--- src/rtl/hwpf_stride_pkg.sv ---
// Shared limits, counter width and default request/response types for the
// stride-prefetch arbiter.
package hwpf_stride_pkg;

    localparam int unsigned HWPF_MAX_ENGINES  = 16;
    localparam int unsigned HWPF_MAX_INFLIGHT = 15;
    localparam int unsigned HWPF_CNT_W        = 4;

    typedef logic [HWPF_CNT_W-1:0] hwpf_cnt_t;
    typedef logic [3:0]            hwpf_tid_t;

    typedef struct packed {
        logic [31:0] addr;
        logic        need_rsp;
        hwpf_tid_t   tid;
    } hwpf_req_t;

    typedef struct packed {
        logic [31:0] data;
        hwpf_tid_t   tid;
    } hwpf_rsp_t;

    // Index width that stays legal for a single-engine build.
    function automatic int unsigned hwpf_idx_w(input int unsigned n);
        return (n > 1) ? $clog2(n) : 1;
    endfunction

endpackage

--- src/rtl/hwpf_rr_select.sv ---
// One-hot first-requester selector: lowest index in fixed mode, first index
// at or after the pointer (wrapping) in round-robin mode.
module hwpf_rr_select
    import hwpf_stride_pkg::*;
#(
    parameter int unsigned N     = 4,
    parameter int unsigned IDX_W = hwpf_idx_w(N)
) (
    input  logic [N-1:0]     i_req,
    input  logic [IDX_W-1:0] i_ptr,
    input  logic             i_rr,
    output logic [N-1:0]     o_gnt
);

    logic [IDX_W-1:0] w_ptr;
    logic [2*N-1:0]   w_dbl_req;
    logic [N-1:0]     w_rot_req;
    logic [N-1:0]     w_rot_gnt;
    logic [2*N-1:0]   w_dbl_gnt;

    // Rotate so the pointer position becomes bit 0, pick the lowest set bit,
    // then rotate the one-hot result back into engine order.
    always_comb begin
        w_ptr     = i_rr ? i_ptr : '0;
        w_dbl_req = {i_req, i_req} >> w_ptr;
        w_rot_req = w_dbl_req[N-1:0];
        w_rot_gnt = w_rot_req & (-w_rot_req);
        w_dbl_gnt = {w_rot_gnt, w_rot_gnt} << w_ptr;
        o_gnt     = w_dbl_gnt[2*N-1:N];
    end

endmodule

--- src/rtl/hwpf_stride_arb_credit.sv ---
// Arbitrates prefetch-engine requests into a single registered cache request
// port, tracking per-engine outstanding responses as issue credits.
module hwpf_stride_arb_credit
    import hwpf_stride_pkg::*;
#(
    parameter int unsigned NUM_ENGINES  = 4,
    parameter int unsigned MAX_INFLIGHT = 2,
    parameter type hpdcache_req_t       = hwpf_req_t,
    parameter type hpdcache_rsp_t       = hwpf_rsp_t,
    parameter type hpdcache_req_tid_t   = hwpf_tid_t
) (
    input  logic                                    clk_i,
    input  logic                                    rst_ni,
    input  logic                                    cfg_rr_i,
    input  logic          [NUM_ENGINES-1:0]         eng_req_valid_i,
    output logic          [NUM_ENGINES-1:0]         eng_req_ready_o,
    input  hpdcache_req_t [NUM_ENGINES-1:0]         eng_req_i,
    output logic          [NUM_ENGINES-1:0]         eng_rsp_valid_o,
    output hpdcache_rsp_t [NUM_ENGINES-1:0]         eng_rsp_o,
    output logic                                    hpdcache_req_valid_o,
    input  logic                                    hpdcache_req_ready_i,
    output hpdcache_req_t                           hpdcache_req_o,
    input  logic                                    hpdcache_rsp_valid_i,
    input  hpdcache_rsp_t                           hpdcache_rsp_i,
    output logic [NUM_ENGINES-1:0][HWPF_CNT_W-1:0]  inflight_o,
    output logic                                    busy_o,
    output logic                                    tid_err_o
);

    localparam int unsigned IDX_W   = hwpf_idx_w(NUM_ENGINES);
    localparam hwpf_cnt_t   MAX_CNT = HWPF_CNT_W'(MAX_INFLIGHT);

`ifndef HPDCACHE_ASSERT_OFF
    if (NUM_ENGINES < 1 || NUM_ENGINES > HWPF_MAX_ENGINES) begin : g_bad_num_engines
        $fatal(1, "hwpf_stride_arb_credit: NUM_ENGINES out of range 1..16");
    end
    if (MAX_INFLIGHT < 1 || MAX_INFLIGHT > HWPF_MAX_INFLIGHT) begin : g_bad_max_inflight
        $fatal(1, "hwpf_stride_arb_credit: MAX_INFLIGHT out of range 1..15");
    end
    if ($bits(hpdcache_req_tid_t) < $clog2(NUM_ENGINES)) begin : g_bad_tid_width
        $fatal(1, "hwpf_stride_arb_credit: transaction-id type too narrow");
    end
`endif

    logic                                   r_valid;
    hpdcache_req_t                          r_req;
    logic [IDX_W-1:0]                       r_rr;
    logic [NUM_ENGINES-1:0][HWPF_CNT_W-1:0] r_inflight;
    logic                                   r_tid_err;

    logic                   w_loadable;
    logic [NUM_ENGINES-1:0] w_eligible;
    logic [NUM_ENGINES-1:0] w_sel_req;
    logic [NUM_ENGINES-1:0] w_gnt;
    logic                   w_gnt_any;
    logic [IDX_W-1:0]       w_gnt_idx;
    logic [IDX_W-1:0]       w_rr_next;
    hpdcache_req_t          w_load_req;
    logic [NUM_ENGINES-1:0] w_inc;
    logic                   w_rsp_in_range;
    logic                   w_tid_oob;
    logic [NUM_ENGINES-1:0] w_rsp_hit;
    logic                   w_underflow;

    // Handshakes: an engine request transfers in a cycle where its valid and
    // its ready bit are both high; the cache request transfers when
    // hpdcache_req_valid_o and hpdcache_req_ready_i are both high. Responses
    // are single-cycle strobes with no backpressure.
    assign w_loadable = !r_valid || hpdcache_req_ready_i;

    always_comb begin
        for (int i = 0; i < int'(NUM_ENGINES); i++) begin
            w_eligible[i] = eng_req_valid_i[i] &&
                            (!eng_req_i[i].need_rsp || (r_inflight[i] < MAX_CNT));
        end
        w_sel_req = w_loadable ? w_eligible : '0;
    end

    hwpf_rr_select #(
        .N     (NUM_ENGINES),
        .IDX_W (IDX_W)
    ) u_select (
        .i_req (w_sel_req),
        .i_ptr (r_rr),
        .i_rr  (cfg_rr_i),
        .o_gnt (w_gnt)
    );

    assign w_gnt_any = |w_gnt;

    always_comb begin
        w_gnt_idx  = '0;
        w_load_req = eng_req_i[0];
        for (int i = 0; i < int'(NUM_ENGINES); i++) begin
            if (w_gnt[i]) begin
                w_gnt_idx  = IDX_W'(i);
                w_load_req = eng_req_i[i];
            end
        end
        w_load_req.tid = hpdcache_req_tid_t'(w_gnt_idx);
        w_rr_next = (w_gnt_idx == IDX_W'(NUM_ENGINES - 1)) ? '0 : w_gnt_idx + IDX_W'(1);
    end

    // A response for an engine with nothing outstanding is treated as an id
    // error rather than wrapping the counter.
    always_comb begin
        w_rsp_in_range = int'(hpdcache_rsp_i.tid) < int'(NUM_ENGINES);
        w_tid_oob      = hpdcache_rsp_valid_i && !w_rsp_in_range;
        w_underflow    = 1'b0;
        for (int i = 0; i < int'(NUM_ENGINES); i++) begin
            w_inc[i]     = w_gnt[i] && eng_req_i[i].need_rsp;
            w_rsp_hit[i] = hpdcache_rsp_valid_i && w_rsp_in_range &&
                           (int'(hpdcache_rsp_i.tid) == i);
            if (w_rsp_hit[i] && !w_inc[i] && (r_inflight[i] == '0)) begin
                w_underflow = 1'b1;
            end
        end
    end

    always_ff @(posedge clk_i or negedge rst_ni) begin
        if (!rst_ni) begin
            r_valid    <= 1'b0;
            r_req      <= '0;
            r_rr       <= '0;
            r_inflight <= '0;
            r_tid_err  <= 1'b0;
        end else begin
            if (w_gnt_any) begin
                r_valid <= 1'b1;
                r_req   <= w_load_req;
            end else if (hpdcache_req_ready_i) begin
                r_valid <= 1'b0;
            end
            if (w_gnt_any && cfg_rr_i) begin
                r_rr <= w_rr_next;
            end
            for (int i = 0; i < int'(NUM_ENGINES); i++) begin
                if (w_inc[i] && !w_rsp_hit[i]) begin
                    r_inflight[i] <= r_inflight[i] + hwpf_cnt_t'(1);
                end else if (!w_inc[i] && w_rsp_hit[i] && (r_inflight[i] != '0)) begin
                    r_inflight[i] <= r_inflight[i] - hwpf_cnt_t'(1);
                end
            end
            if (w_tid_oob || w_underflow) begin
                r_tid_err <= 1'b1;
            end
        end
    end

    // Combinational outputs are forced low while reset is held.
    always_comb begin
        eng_req_ready_o = rst_ni ? w_gnt : '0;
        eng_rsp_valid_o = rst_ni ? w_rsp_hit : '0;
        for (int i = 0; i < int'(NUM_ENGINES); i++) begin
            eng_rsp_o[i] = rst_ni ? hpdcache_rsp_i : '0;
        end
    end

    assign hpdcache_req_valid_o = r_valid;
    assign hpdcache_req_o       = r_req;
    assign inflight_o           = r_inflight;
    assign busy_o               = r_valid || (|r_inflight);
    assign tid_err_o            = r_tid_err;

endmodule
--- config.mk ---
export PLATFORM = sky130hd
export DESIGN_NAME = hwpf_stride_arb_credit
export DESIGN_NICKNAME = d
export VERILOG_FILES = /design/src/rtl/hwpf_stride_pkg.sv /design/src/rtl/hwpf_rr_select.sv /design/src/rtl/hwpf_stride_arb_credit.sv
export SDC_FILE = /design/constraint.sdc
export NUM_CORES = 1
export LEC_CHECK = 0
export CAP_MARGIN = 5
export CORE_AREA = 5 5 153 155
export CTS_CLUSTER_DIAMETER = 120
export DETAILED_ROUTE_END_ITERATION = 10
export DIE_AREA = 0 0 158 160
export SETUP_SLACK_MARGIN = 0.5
export SLEW_MARGIN = 20
export SYNTH_ARGS = -nofsm -noshare
export SYNTH_HDL_FRONTEND = slang
export SYNTH_SLANG_ARGS = --single-unit
--- constraint.sdc ---
create_clock -name clk_i -period 2.8 [get_ports clk_i]
set_input_delay 0.7 -clock clk_i [delete_from_list [all_inputs] [get_ports clk_i]]
set_output_delay 0.7 -clock clk_i [all_outputs]
set_load 0.005 [all_outputs]
==> results.yml <==
pwr:
  comb_power_share_pct: 72.0
  internal-power_mw: 4.99
  seqPwrFrac_pct: 19.1
  peakVddDrop_mv: 0.396
  swShare_pct: 38.2
  leakagePower_nw: 4.95
  p_sw_mw: 3.09
  powerDensity_mw_per_mm2: 731
  pwr-share-clk_pct: 8.8
final_layout:
  num_antenna_cells: 0
  nets: 1222
  fin_area_mm2: 0.0110
  area_growth_pct: 104
  seqCellArea_mm2: 0.00138
  multi_input_area_mm2: 0.00364
  drive_above_1_share_pct: 34.9
  fillers: 1988
sta:
  skew_ns: 0.0100
  slew_violations: 0
  fmax_mhz: 343
  setup_ws_ns: -0.119
  setup_viol: 38
  rsz0062_at_grt: "true"
  layout_min_cycle_time_ns: 2.92
  min_period_over_period_pct: 104
  fin_tns_setup_ns: -1.68
  hold_violations: 0
yosys:
  syn_area_mm2: 0.00541
  synth-seq-cells: 55
  synth.area.top_cells: "dfrtp_1 25%, buf_4 15%, o211ai_1 9.9%"
  synth_ff_type: "dfrtp_1"
  netlist_instances: 609
  synth_edf_count: 0
  synth_area_per_cell_um2: 8.88
  synthArstFlopShare_pct: 100
  synth.top_cell.area_share_pct: 25.5
  synth.distinct_cells: 57
  yosys.area.top_type: "dfrtp_1"
  yosysSeqAreaShare_pct: 25.5
  yosysWarningCount: 0
flow_run:
  drv_cap: 0
floorplan:
  core-area_mm2: 0.0217
  fp.dieArea_mm2: 0.0253
  dieWidth_um: 158
  start_util_pct: 24.9
  dieHeight_um: 160
  row_count: 54
  ios: 401
run_status:
  violations: "negative setup slack"
  status: "finished with violations"
critical_path:
  critPathLaunch: "inflight_o[7]"
  endpoint_kind: "output port"
  path_max_fanout: 3
  cp.required_ns: 2.10
  r2r-start: "inflight_o[7]"
  r2r_cells: 13
  critPathKind: "register to output port"
  cp-start-kind: "register"
  cp.arrival_ns: 2.22
placement:
  dpl_cell_area_mm2: 0.00962
  dp_hpwl_mm: 19.9
  place.gp.congestion: 0.849
  io_buffers: 382
global_route:
  antenna_found_initial: 0
  grt_start_max_net_pins: 35
  grtUsageTotal_pct: 21.3
  grt_first_pass_wirelength_mm: 42.0
  grt_pass1_vias: 6926
  grt_overflow: 0
clock_tree:
  cts_made_buffers: 5
  cts_root_buffer: "clkbuf_16"
  cts.clk_slew.worst_paths_ns: 0.08
  htree_levels: 2
  cts_tree: "yes"
  insertion_delay_ns: 0.31
  cts.sinks: 55
  clock_path_buffers: 2
drt:
  dr.pass1.iters: 5
  routed-via-count: 6494
  vias_per_cell: 5.00
  drc: 0
  wl_mm: 29.8
  final_antenna_net_count: 0
  wl_per_cell_um: 22.9
  first_iter_violations: 405
min_path:
  hold_path_class: "input pin to async pin"
per-stage QoR:
stage	setup WS [ns]	power, mW	std cells	hold slack [ns]	utilization (%)
floorplan	-0.432	3.84	610	0.404	-
global placement	-0.808	6.16	1221	0.490	44.4
detailed placement	-0.856	6.19	1221	0.495	44.4
CTS	-0.0355	7.78	1271	0.326	48.8
global route	-0.179	8.54	1298	0.307	50.9
finish	-0.119	8.07	1298	0.314	50.9
metal layers:
layer / global-route usage, % / vias to the layer above / share of wire (%)
met5: 0 / - / 0
met4: 5.43 / 0 / 2.0
met3: 4.90 / 39 / 7.9
met2: 38.2 / 320 / 51
met1: 25.5 / 3168 / 39
li1: - / 2967 / -
layout make-up:
cell class / count / area share, %
clock buffers: 7 / 1.38
clock inverters: 1 / 0.0680
inverters: 5 / 0.193
multi-input cells: 397 / 33.0
flip-flops and latches: 55 / 12.5
well taps: 280 / 3.17
repair buffers: 553 / 49.7
registers in the layout, indices dropped and copies added (netlist names):
signal,flops
hpdcache_req_o,35
r_rr,2
inflight_o,16
hpdcache_req_valid_o,1
tid_err_o,1
cells in the mapped netlist (5+ instances only):
library cell and number:
a21o_1 5, a21oi_1 7, a41oi_1 33, and2_1 42
buf_2 5, buf_4 111, clkbuf_1 34, dfrtp_1 55
ha_1 8, inv_1 5, mux2_1 8, mux2_2 11
mux2_4 20, nand2_1 47, nand3_1 11, nor2_1 14
nor3_1 36, o211ai_1 71, o21ai_0 7, xor2_1 6
cells in the final DEF, fill, tap and decap left out, drive strengths merged, types with 5 or more instances in the layout:
cell | Yosys | layout
clkdlybuf4s50 | 0 | 212
buf | 119 | 185
dlygate4sd2 | 0 | 118
o211ai | 71 | 71
dfrtp | 55 | 55
nand2 | 48 | 48
and2 | 42 | 42
mux2 | 39 | 39
nor3 | 36 | 36
a41oi | 33 | 33
clkdlybuf4s15 | 0 | 17
clkbuf | 34 | 15
nor2 | 14 | 14
dlymetal6s2s | 0 | 12
nand3 | 11 | 11
ha | 8 | 8
o21ai | 7 | 7
a21oi | 7 | 7
xor2 | 6 | 6
a21o | 5 | 5
inv | 5 | 5
nor4 | 5 | 5
cell families (layout without fill, tap and decap cells):
group                    Yosys count  in the layout  share of synthesized area (%)
AO/OA/AOI/OAI                    154            154                           23.1
adder cells (fa/ha/maj)           12             12                           3.33
buffers and inverters            158            566                           19.2
multiplexers                      43             43                           10.3
flip-flops                        55             55                           25.5
other                              1              2                         0.0694
AND/OR/NAND/NOR                  176            176                           16.9
XOR/XNOR                          10             10                           1.62
power by group through the flow:
stage,sequential [mW],combinational [mW],clock [mW]
global placement,1.52,4.64,0
floorplan,1.61,2.23,0
detailed placement,1.53,4.67,0
CTS,1.54,5.51,0.730
finish,1.55,5.82,0.713
global route,1.60,6.18,0.755
worst max-delay path, cell delays in order (launching register included):
cell,delay [ns]
dfrtp_1,0.42
o31ai_4,0.34
buf_4,0.18
a32oi_2,0.06
o211ai_1,0.24
buf_4,0.18
buf_6,0.10
a31oi_4,0.10
and2_1,0.17
buf_2,0.12
what timing repair did:
item / in CTS / in global routing
endpoints found under the setup margin: 208 / 94
gates cloned: 7 / 4
buffers inserted: 35 / 23
hold buffers: 0 / 0
pin swaps: 40 / 33
resized for setup: 353 / 92
path summary, 6_finish.rpt:
check	endpoint	slack, ns
worst max-delay path	eng_req_ready_o[0]	-0.12
worst min-delay path	inflight_o[0]	0.31
worst max register to register	hpdcache_req_o[19]	-0.07
worst min register to register	hpdcache_req_o[9]	0.51
max in group asynchronous	hpdcache_req_o[9]	1.90
min in group clk_i	hpdcache_req_o[9]	0.51
Note: power is estimated with default switching activity, not from simulation.
